<file path="config.mk">
export PLATFORM = sky130hd
export DESIGN_NAME = ext_bus_arbiter_flat
export DESIGN_NICKNAME = d
export VERILOG_FILES = /design/src/rtl/ext_bus_arbiter_if.sv /design/src/rtl/ext_bus_arbiter.sv /design/src/flat_wrapper.sv
export SDC_FILE = /design/constraint.sdc
export NUM_CORES = 1
export LEC_CHECK = 0
export CAP_MARGIN = 20
export CORE_AREA = 2 2 75 105
export CTS_CLUSTER_SIZE = 30
export DETAILED_ROUTE_END_ITERATION = 12
export DIE_AREA = 0 0 77 107
export PLACE_DENSITY = 0.88
export SLEW_MARGIN = 10
export SYNTH_ARGS = -nofsm -noshare
export SYNTH_HDL_FRONTEND = slang
export SYNTH_SLANG_ARGS = --single-unit
</file>
<file path="constraint.sdc">
create_clock -name clk -period 2.1 [get_ports clk]
set_input_delay 0.21 -clock clk [delete_from_list [all_inputs] [get_ports clk]]
set_output_delay 0.21 -clock clk [all_outputs]
set_load 0.05 [all_outputs]
</file>
<file path="src/rtl/ext_bus_arbiter_if.sv">
// Requester handshakes and external memory pin bundle for ext_bus_arbiter.
// The slave side is the arbiter. The master side is requesters plus pads.
interface ext_bus_arbiter_if;
  logic        dma_req,   cpu_req,   dbg_req;
  logic        dma_we,    cpu_we,    dbg_we;
  logic [15:0] dma_adr,   cpu_adr,   dbg_adr;
  logic [7:0]  dma_wdata, cpu_wdata, dbg_wdata;
  logic        dma_gnt,   cpu_gnt,   dbg_gnt;
  logic        dma_rvalid, cpu_rvalid, dbg_rvalid;
  logic [7:0]  rdata;
  logic [15:0] ext_adr;
  logic [7:0]  ext_dout;
  logic        ext_rd;
  logic        ext_wr;
  logic        ext_oe;
  logic [7:0]  ext_din;
  logic [1:0]  owner;
  logic        busy;

  modport slave (
    input  dma_req, cpu_req, dbg_req,
    input  dma_we, cpu_we, dbg_we,
    input  dma_adr, cpu_adr, dbg_adr,
    input  dma_wdata, cpu_wdata, dbg_wdata,
    input  ext_din,
    output dma_gnt, cpu_gnt, dbg_gnt,
    output dma_rvalid, cpu_rvalid, dbg_rvalid,
    output rdata, ext_adr, ext_dout, ext_rd, ext_wr, ext_oe, owner, busy
  );

  modport master (
    output dma_req, cpu_req, dbg_req,
    output dma_we, cpu_we, dbg_we,
    output dma_adr, cpu_adr, dbg_adr,
    output dma_wdata, cpu_wdata, dbg_wdata,
    output ext_din,
    input  dma_gnt, cpu_gnt, dbg_gnt,
    input  dma_rvalid, cpu_rvalid, dbg_rvalid,
    input  rdata, ext_adr, ext_dout, ext_rd, ext_wr, ext_oe, owner, busy
  );
endinterface

</file>
<file path="src/rtl/ext_bus_arbiter.sv">
// External memory bus sequencer. It arbitrates DMA, CPU and debugger requests.
// Each access is fixed-length, and a turnaround cycle follows every write.
module ext_bus_arbiter #(
  parameter int unsigned ACCESS_CYCLES = 2,
  parameter int unsigned STARVE_LIMIT  = 15
) (
  input logic              clk,
  input logic              reset,
  ext_bus_arbiter_if.slave bus
);
  typedef enum logic [1:0] {IDLE, ACCESS, TURN} state_t;

  state_t      state;
  logic [3:0]  cnt;
  logic        we_q;
  logic [1:0]  own_q;
  logic [7:0]  starve;

  logic        last;
  logic        window;
  logic        starved;
  logic [1:0]  sel;
  logic        sel_we;
  logic [15:0] sel_adr;
  logic [7:0]  sel_wdata;

  assign last    = (state == ACCESS) && (cnt == 4'd1);
  assign window  = (state == IDLE) || (state == TURN) || (last && !we_q);
  assign starved = (32'(starve) >= STARVE_LIMIT);

  // The winner is encoded the same way as owner: 1 dma, 2 cpu, 3 dbg.
  always_comb begin
    sel       = 2'd0;
    sel_we    = 1'b0;
    sel_adr   = '0;
    sel_wdata = '0;
    if (window && !reset) begin
      if (bus.dbg_req && starved)  sel = 2'd3;
      else if (bus.dma_req)        sel = 2'd1;
      else if (bus.cpu_req)        sel = 2'd2;
      else if (bus.dbg_req)        sel = 2'd3;
    end
    unique case (sel)
      2'd1:    begin sel_we = bus.dma_we; sel_adr = bus.dma_adr; sel_wdata = bus.dma_wdata; end
      2'd2:    begin sel_we = bus.cpu_we; sel_adr = bus.cpu_adr; sel_wdata = bus.cpu_wdata; end
      2'd3:    begin sel_we = bus.dbg_we; sel_adr = bus.dbg_adr; sel_wdata = bus.dbg_wdata; end
      default: begin end
    endcase
  end

  assign bus.dma_gnt = (sel == 2'd1);
  assign bus.cpu_gnt = (sel == 2'd2);
  assign bus.dbg_gnt = (sel == 2'd3);
  assign bus.busy    = (state != IDLE);

  always_ff @(posedge clk) begin
    if (reset) begin
      state          <= IDLE;
      cnt            <= '0;
      we_q           <= 1'b0;
      own_q          <= '0;
      starve         <= '0;
      bus.ext_adr    <= '0;
      bus.ext_dout   <= '0;
      bus.ext_rd     <= 1'b0;
      bus.ext_wr     <= 1'b0;
      bus.ext_oe     <= 1'b0;
      bus.owner      <= '0;
      bus.rdata      <= '1;
      bus.dma_rvalid <= 1'b0;
      bus.cpu_rvalid <= 1'b0;
      bus.dbg_rvalid <= 1'b0;
    end else begin
      bus.dma_rvalid <= 1'b0;
      bus.cpu_rvalid <= 1'b0;
      bus.dbg_rvalid <= 1'b0;

      if (bus.dbg_req && (sel != 2'd3))
        starve <= (starve == 8'hFF) ? starve : starve + 8'd1;
      else
        starve <= '0;

      // Read completion uses the old owner, even when a new grant takes this edge.
      if (last && !we_q) begin
        bus.rdata <= bus.ext_din;
        unique case (own_q)
          2'd1:    bus.dma_rvalid <= 1'b1;
          2'd2:    bus.cpu_rvalid <= 1'b1;
          2'd3:    bus.dbg_rvalid <= 1'b1;
          default: begin end
        endcase
      end

      if (sel != 2'd0) begin
        state        <= ACCESS;
        cnt          <= 4'(ACCESS_CYCLES);
        we_q         <= sel_we;
        own_q        <= sel;
        bus.ext_adr  <= sel_adr;
        bus.ext_dout <= sel_wdata;
        bus.ext_rd   <= !sel_we;
        bus.ext_wr   <= sel_we;
        bus.ext_oe   <= sel_we;
        bus.owner    <= sel;
      end else begin
        unique case (state)
          ACCESS: begin
            if (!last) begin
              cnt <= cnt - 4'd1;
            end else if (we_q) begin
              // Keep the pins driven for one cycle after the write strobe drops.
              state      <= TURN;
              bus.ext_wr <= 1'b0;
              bus.ext_oe <= 1'b1;
            end else begin
              state      <= IDLE;
              bus.ext_rd <= 1'b0;
              bus.owner  <= '0;
            end
          end
          TURN: begin
            state      <= IDLE;
            bus.ext_oe <= 1'b0;
            bus.owner  <= '0;
          end
          default: begin end
        endcase
      end
    end
  end
endmodule

</file>
<file path="src/flat_wrapper.sv">
// flat-port wrapper written by rule: the top's interface ports become plain ports
module ext_bus_arbiter_flat 
#(
  parameter int unsigned ACCESS_CYCLES = 2,
  parameter int unsigned STARVE_LIMIT  = 15
)
  (clk, reset, bus_dma_req, bus_cpu_req, bus_dbg_req, bus_dma_we, bus_cpu_we, bus_dbg_we, bus_dma_adr, bus_cpu_adr, bus_dbg_adr, bus_dma_wdata, bus_cpu_wdata, bus_dbg_wdata, bus_ext_din, bus_dma_gnt, bus_cpu_gnt, bus_dbg_gnt, bus_dma_rvalid, bus_cpu_rvalid, bus_dbg_rvalid, bus_rdata, bus_ext_adr, bus_ext_dout, bus_ext_rd, bus_ext_wr, bus_ext_oe, bus_owner, bus_busy);
  ext_bus_arbiter_if bus_i ();
  input logic clk;
  input logic reset;
  input wire logic [$bits(bus_i.dma_req)-1:0] bus_dma_req;
  input wire logic [$bits(bus_i.cpu_req)-1:0] bus_cpu_req;
  input wire logic [$bits(bus_i.dbg_req)-1:0] bus_dbg_req;
  input wire logic [$bits(bus_i.dma_we)-1:0] bus_dma_we;
  input wire logic [$bits(bus_i.cpu_we)-1:0] bus_cpu_we;
  input wire logic [$bits(bus_i.dbg_we)-1:0] bus_dbg_we;
  input wire logic [$bits(bus_i.dma_adr)-1:0] bus_dma_adr;
  input wire logic [$bits(bus_i.cpu_adr)-1:0] bus_cpu_adr;
  input wire logic [$bits(bus_i.dbg_adr)-1:0] bus_dbg_adr;
  input wire logic [$bits(bus_i.dma_wdata)-1:0] bus_dma_wdata;
  input wire logic [$bits(bus_i.cpu_wdata)-1:0] bus_cpu_wdata;
  input wire logic [$bits(bus_i.dbg_wdata)-1:0] bus_dbg_wdata;
  input wire logic [$bits(bus_i.ext_din)-1:0] bus_ext_din;
  output wire logic [$bits(bus_i.dma_gnt)-1:0] bus_dma_gnt;
  output wire logic [$bits(bus_i.cpu_gnt)-1:0] bus_cpu_gnt;
  output wire logic [$bits(bus_i.dbg_gnt)-1:0] bus_dbg_gnt;
  output wire logic [$bits(bus_i.dma_rvalid)-1:0] bus_dma_rvalid;
  output wire logic [$bits(bus_i.cpu_rvalid)-1:0] bus_cpu_rvalid;
  output wire logic [$bits(bus_i.dbg_rvalid)-1:0] bus_dbg_rvalid;
  output wire logic [$bits(bus_i.rdata)-1:0] bus_rdata;
  output wire logic [$bits(bus_i.ext_adr)-1:0] bus_ext_adr;
  output wire logic [$bits(bus_i.ext_dout)-1:0] bus_ext_dout;
  output wire logic [$bits(bus_i.ext_rd)-1:0] bus_ext_rd;
  output wire logic [$bits(bus_i.ext_wr)-1:0] bus_ext_wr;
  output wire logic [$bits(bus_i.ext_oe)-1:0] bus_ext_oe;
  output wire logic [$bits(bus_i.owner)-1:0] bus_owner;
  output wire logic [$bits(bus_i.busy)-1:0] bus_busy;
  assign bus_i.dma_req = bus_dma_req;
  assign bus_i.cpu_req = bus_cpu_req;
  assign bus_i.dbg_req = bus_dbg_req;
  assign bus_i.dma_we = bus_dma_we;
  assign bus_i.cpu_we = bus_cpu_we;
  assign bus_i.dbg_we = bus_dbg_we;
  assign bus_i.dma_adr = bus_dma_adr;
  assign bus_i.cpu_adr = bus_cpu_adr;
  assign bus_i.dbg_adr = bus_dbg_adr;
  assign bus_i.dma_wdata = bus_dma_wdata;
  assign bus_i.cpu_wdata = bus_cpu_wdata;
  assign bus_i.dbg_wdata = bus_dbg_wdata;
  assign bus_i.ext_din = bus_ext_din;
  assign bus_dma_gnt = bus_i.dma_gnt;
  assign bus_cpu_gnt = bus_i.cpu_gnt;
  assign bus_dbg_gnt = bus_i.dbg_gnt;
  assign bus_dma_rvalid = bus_i.dma_rvalid;
  assign bus_cpu_rvalid = bus_i.cpu_rvalid;
  assign bus_dbg_rvalid = bus_i.dbg_rvalid;
  assign bus_rdata = bus_i.rdata;
  assign bus_ext_adr = bus_i.ext_adr;
  assign bus_ext_dout = bus_i.ext_dout;
  assign bus_ext_rd = bus_i.ext_rd;
  assign bus_ext_wr = bus_i.ext_wr;
  assign bus_ext_oe = bus_i.ext_oe;
  assign bus_owner = bus_i.owner;
  assign bus_busy = bus_i.busy;
  ext_bus_arbiter #(.ACCESS_CYCLES(ACCESS_CYCLES), .STARVE_LIMIT(STARVE_LIMIT)) u_core (.clk(clk), .reset(reset), .bus(bus_i));
endmodule
</file>
==> results of run 1 <==
==> final timing paths <==
kind | startpoint | to | slack [ns]
worst max-delay path | u_core.starve[0]$_SDFFE_PP0P_ | bus_dbg_gnt | 0.03
worst min-delay path | reset | u_core.bus.ext_oe$_SDFFE_PP0P_ | 0.39
worst max register to register | u_core.cnt[1]$_SDFFE_PP0P_ | u_core.bus.ext_wr$_SDFFE_PP0P_ | 0.11
worst min register to register | u_core.own_q[1]$_SDFFE_PP0P_ | u_core.bus.dma_rvalid$_SDFF_PP0_ | 0.46
==> power groups by stage <==
stage | clock network, mW | registers [mW] | logic [mW]
floorplan | 0 | 1.46 | 0.339
global placement | 0 | 1.24 | 0.960
detailed placement | 0 | 1.24 | 0.975
CTS | 1.05 | 1.22 | 0.991
global route | 1.10 | 1.23 | 1.05
finish | 1.04 | 1.22 | 1.00
==> stage by stage <==
step | util, % | power (mW) | setup TNS [ns] | cell area [sq um] | worst slack, ns
detailed placement | 61.8 | 2.22 | -0.789 | 4520 | -0.0898
CTS | 65.3 | 3.26 | 0 | 4770 | 0.00128
finish | 66.3 | 3.26 | 0 | 4850 | 0.0309
global placement | 61.8 | 2.20 | 0 | 4520 | 0.0304
global route | 66.3 | 3.39 | -0.0827 | 4850 | -0.0449
floorplan | - | 1.80 | -0.138 | 2980 | -0.0690
==> synthesized netlist by cell type, drive strengths merged, types with 2 or more instances <==
library cell	number	area share [%]
nor2	11	1.4
or3	2	0.42
and4	3	0.88
ha	3	1.3
a21oi	34	5.7
a31o	3	0.88
o311ai	2	0.84
xor2	2	0.59
o2111ai	3	0.88
nor4b	2	0.80
nor4	25	5.3
nand4	3	0.63
and3	3	0.63
buf	10	3.1
nand3	14	2.4
mux2i	25	8.4
nor3	10	1.7
nand2	24	3.0
xnor2	3	0.88
and2	3	0.63
nor3b	2	0.50
or2	2	0.42
o41ai	2	1.8
a31oi	3	0.84
inv	6	0.76
o21ai	3	0.50
dfxtp	57	38
clkbuf	17	2.2
a2111oi	24	9.9
nor2b	2	0.42
==> critical path: cells and delay by family (launching register included) <==
kind,cells,cell delay [ns]
adder cells (fa/ha/maj),1,0.21
buffers and inverters,1,0.14
flip-flops,1,0.37
AND/OR/NAND/NOR,4,0.79
==> cell type report <==
class	instances	area, sq um
Sequential cell	57	1150
Tap cell	97	121
Fill cell	588	2470
Clock buffer	11	141
Multi-Input combinational cell	227	1740
Inverter	6	22.5
Clock inverter	5	55.1
Timing Repair Buffer	162	1620
==> timing repair <==
action | in CTS | in global routing
pin swaps | 2 | 4
cloned | 0 | 1
setup endpoints to repair | 3 | 25
hold buffers | 0 | 0
resized for setup | 11 | 9
setup buffers | 1 | 2
==> state kept, by name, summed over array words and instances, names as in the netlist <==
| register | count |
|---|---|
| u_core.we_q | 1 |
| u_core.bus.ext_wr | 1 |
| u_core.state | 2 |
| u_core.cnt | 4 |
| u_core.bus.ext_oe | 1 |
| u_core.bus.ext_adr | 16 |
| u_core.bus.dbg_rvalid | 1 |
| u_core.bus.cpu_rvalid | 1 |
| u_core.own_q | 2 |
| u_core.bus.dma_rvalid | 1 |
| u_core.bus.rdata | 8 |
| u_core.bus.owner | 2 |
| u_core.starve | 8 |
| u_core.bus.ext_dout | 8 |
| u_core.bus.ext_rd | 1 |
==> routing by layer <==
metal | share of wire (%) | vias up
met1 | 38 | 1547
met3 | 5.0 | 24
met2 | 54 | 115
met4 | 3.2 | 0
met5 | 0 | -
li1 | - | 1520
==> cell families (layout without fill, tap and decap cells) <==
family,count (synthesis),after routing,share of synthesized area [%]
adder cells (fa/ha/maj),3,3,1.26
AND/OR/NAND/NOR,110,110,20.1
multiplexers,26,26,8.79
flip-flops,57,57,38.3
AO/OA/AOI/OAI,83,83,24.0
XOR/XNOR,5,5,1.47
buffers and inverters,33,184,6.05
==> flow_summary.ini, run 1 <==
[power]
p_clk_share_pct = 31.7
ir_drop_mv = 0.336
leakage_nw = 1.85
p_comb_share_pct = 30.8
sequentialPowerShare_pct = 37.5
switching_share_pct = 32.8
switching_power_mw = 1.07
intPower_mw = 2.19
p_per_area_mw_per_mm2 = 673

[placement]
hpwlAfterDp_mm = 7.08
port_buffers = 131
dpl.cell_count = 545
gp_congestion = 0.878

[worst_setup_path]
critPathSlowestCell = dfxtp_4
cp.required_ns = 1.89
critPathLaunchType = flop
slowest_delay_ns = 0.37
crit_arrival_ns = 1.86
crit_type = flop to output pin
timing.critical_path.cells = ha_2, nand4_1, and3_4, or2_4, nor2_4, buf_12
worst_r2r_path_depth = 7
worstSetupEndpointType = output pin
critPathMaxFanout = 5

[floorplan]
fp-row-count = 37
fp.coreArea_sq_mm = 0.00731
num_io_pins = 132
die_h_microns = 107
die_x_microns = 77
initial_utilization_pct = 40.7
dieArea_sq_mm = 0.00824

[detailed_routing]
via_per_inst = 5.67
drcViolationCount = 0
first_iter_violations = 156
postRouteAntennaNets = 0
first_pass_iters = 4
wire_per_inst_microns = 17.6
drt-total-wl_mm = 9.97
vias = 3206

[timing]
max_freq_mhz = 483
final.period_utilization_pct = 98.5
skew_ns = 0.00858
tightest_slew_ns = 0.560
hold_viol = 0
slew_viol_final = 0
whs_ns = 0.386
rsz0062_at_grt = true
slew_headroom_pct = 62.5
setup_violations = 0
period_needed_ns = 2.07

[synthesis]
synth_seq_cells = 57
ys.flop_type = dfxtp_1
synth.distinct_cells = 52
syn_area_sq_mm = 0.00298
synth_edf_count = 0
postSynthAreaPerCell_sq_um = 9.39
postSynthNetCount = 408
synth_warnings = 0
postSynthCellCount = 317
yosysSeqAreaShare_pct = 38.3
async_flop_share_pct = 0

[layout]
layout.nets = 554
diodes = 0
areaGrowthSynthToFinish_pct = 62.8
drive_above_1_share_pct = 18.6
layout_commonest_cell = clkdlybuf4s50_1
final_cell_mix = clkdlybuf4s50_1, dfxtp_1, a21oi_1
layout.cells.non_filler = 565

[min_path]
min_path_type = input port to flop
holdPathStages = 3

[global_route]
grt_pass1_wl_mm = 15.5
grt_max_degree = 36
track_usage_pct = 23.6
busiest_layer = met2
grt_overflow = 0
grt_pass1_vias = 3229
antenna_found_initial = 0
met1_usage_pct = 26.2
grt_use_met2_pct = 42.0
use_met3_pct = 4.88

[clock_network]
clockBufferDepth = 2
clkSlewWorstSetupHoldPaths_ns = 0.07
cts_max_level = 3
cts_tree = done
clock_latency_ns = 0.34
clock-sinks = 57
numCtsBuffers = 9
cts-root-buf = clkbuf_8

[status]
status = complete, no violations

[job]
cap_violations = 0
(Power assumes the default switching activity.)
==> run 2, diff against run 1 <==
--- a/config.mk
+++ b/config.mk
@@ -11,6 +11,7 @@
 export DETAILED_ROUTE_END_ITERATION = 12
 export DIE_AREA = 0 0 77 107
 export PLACE_DENSITY = 0.88
+export SETUP_SLACK_MARGIN = 0.15
 export SLEW_MARGIN = 10
 export SYNTH_ARGS = -nofsm -noshare
 export SYNTH_HDL_FRONTEND = slang
==> run 2 against run 1 <==
Against the previous run: clock skew grew 0.0014 ns; die area is the same; power rose by 8.1%; first-iteration DRC count rose by 60%; hold slack gained 0.036 ns; fmax increased by 2.4%; critical path type is now input port to output pin; critical endpoint is now bus_cpu_gnt.
==> flow_summary.ini, run 2 (synthesized netlist as in run 1, its figures left out) <==
[floorplan]
fp.coreArea_sq_mm = 0.00731
die_h_microns = 107
num_io_pins = 132
initial_utilization_pct = 40.7
die_x_microns = 77
fp-row-count = 37
dieArea_sq_mm = 0.00824

[power]
p_clk_share_pct = 31.6
sequentialPowerShare_pct = 35.0
switching_share_pct = 33.0
leakage_nw = 1.98
p_comb_share_pct = 33.4
p_per_area_mw_per_mm2 = 666
ir_drop_mv = 0.562
switching_power_mw = 1.16
intPower_mw = 2.37

[worst_setup_path]
timing.critical_path.cells = clkdlybuf4s50_1, nand4_1, and3_4, or2_4, nor2_4, buf_8
worstSetupEndpoint = bus_cpu_gnt
crit_arrival_ns = 1.81
worstSetupEndpointType = output pin
reg2reg_from = u_core.cnt[1]$_SDFFE_PP0P_
critPathLaunchType = input port
cp.required_ns = 1.89
r2r-end = u_core.bus.ext_dout[4]$_SDFFE_PP0P_
worst_r2r_path_depth = 8
slowest_delay_ns = 0.64
startpoint = bus_dbg_req
critPathMaxFanout = 5
crit_type = input port to output pin
timing.reg2reg.setup_slack_ns = 0.11
critPathSlowestCell = clkdlybuf4s50_1

[layout]
num-fill-cells = 496
final_cell_mix = clkdlybuf4s50_1, dfxtp_1, buf_4
multi_input_area_sq_mm = 0.00198
regMostFlops = u_core.bus.ext_adr
areaGrowthSynthToFinish_pct = 78.1
seqCellArea_sq_mm = 0.00116
layout.cells.non_filler = 574
layout.nets = 563
diodes = 0
drive_above_1_share_pct = 26.2
largest_reg_flops = 16
layout_commonest_cell = clkdlybuf4s50_1

[status]
status = complete, no violations

[timing]
skew_ns = 0.0100
hold_viol = 0
rsz0062_at_grt = true
setup_violations = 0
whs_ns = 0.422
period_needed_ns = 2.02
max_freq_mhz = 495
final.period_utilization_pct = 96.3
tightest_slew_ns = 0.544
slew_viol_final = 0
slew_headroom_pct = 63.4

[placement]
port_buffers = 131
dpl.cell_count = 540
hpwlAfterDp_mm = 6.90
gp_congestion = 0.860

[clock_network]
clock-sinks = 57
cts-root-buf = clkbuf_8
clockBufferDepth = 2
clock_latency_ns = 0.34
cts_tree = done
cts_max_level = 3
clkSlewWorstSetupHoldPaths_ns = 0.07
numCtsBuffers = 9

[job]
cap_violations = 0

[detailed_routing]
drt-total-wl_mm = 11.7
drcViolationCount = 0
vias = 3423
via_per_inst = 5.96
first_iter_violations = 250
first_pass_iters = 7
wire_per_inst_microns = 20.4
postRouteAntennaNets = 0

[global_route]
grt_max_degree = 29
grt_pass1_wl_mm = 16.2
grt_pass1_vias = 3372
track_usage_pct = 24.5
antenna_found_initial = 0
grt_overflow = 0

[min_path]
min_path_type = input port to flop
==> run 2: worst max-delay path, delay by kind of cell <==
family	cells	cell delay, ns
and+or+nand+nor	4	0.80
buffers and inverters	2	0.80
==> run 2: layout make-up <==
class,instances,area share [%]
multi-input combinational,227,37.4
sequential,57,21.9
clock inverter,6,1.56
tap,97,2.29
timing repair buffer,171,34.1
clock buffer,10,2.41
inverter,6,0.425
==> run 2: power by group through the flow <==
stage | logic [mW] | registers [mW] | clock network, mW
2_1_floorplan | 0.346 | 1.46 | 0
6_report | 1.18 | 1.24 | 1.11
5_1_grt | 1.22 | 1.24 | 1.17
4_1_cts | 1.06 | 1.23 | 1.11
3_3_place_gp | 0.966 | 1.24 | 0
3_5_place_dp | 0.985 | 1.24 | 0
==> run 2: repair_timing <==
item | 4_1_cts | 5_1_grt
gates cloned | 3 | 3
setup endpoints to repair | 28 | 36
hold endpoints to repair | 0 | 0
pin swaps | 14 | 17
gates resized for setup | 33 | 40
hold buffers | 0 | 0
setup buffers | 11 | 1
==> run 2: worst min-delay path by stage <==
stage	cells after the start	end	slack, ns	start
5_1_grt	3	u_core.bus.ext_dout[4]$_SDFFE_PP0P_	0.43	reset
6_report	3	u_core.bus.ext_dout[4]$_SDFFE_PP0P_	0.42	reset
2_1_floorplan	2	u_core.bus.rdata[0]$_SDFFE_PP1P_	0.33	bus_ext_din[0]
3_3_place_gp	1	u_core.bus.dma_rvalid$_SDFF_PP0_	0.43	u_core.own_q[1]$_SDFFE_PP0P_
3_5_place_dp	1	u_core.bus.dma_rvalid$_SDFF_PP0_	0.44	u_core.own_q[1]$_SDFFE_PP0P_
4_1_cts	3	u_core.cnt[0]$_SDFFE_PP0P_	0.37	reset
==> run 2: layer usage <==
metal  GRT usage (%)  part of all wire [%]  wire length [microns]  vias to the layer above
met1            27.4                    38                   4420                     1685
li1                -                     -                      -                     1532
met5               0                     0                      0                        -
met2            42.7                    53                   6170                      170
met4            13.9                   3.7                    427                        0
met3            5.64                   5.7                    661                       36
==> run 2: through the flow <==
stage | instance area (sq um) | utilization, % | setup TNS [ns] | total power, mW | setup WS, ns
2_1_floorplan | 3020 | - | 0 | 1.81 | 0.130
3_3_place_gp | 4510 | 61.6 | 0 | 2.21 | 0.00457
3_5_place_dp | 4510 | 61.6 | -1.44 | 2.23 | -0.111
4_1_cts | 4990 | 68.2 | 0 | 3.39 | 0.101
5_1_grt | 5300 | 72.5 | 0 | 3.64 | 0.0141
6_report | 5300 | 72.5 | 0 | 3.53 | 0.0787
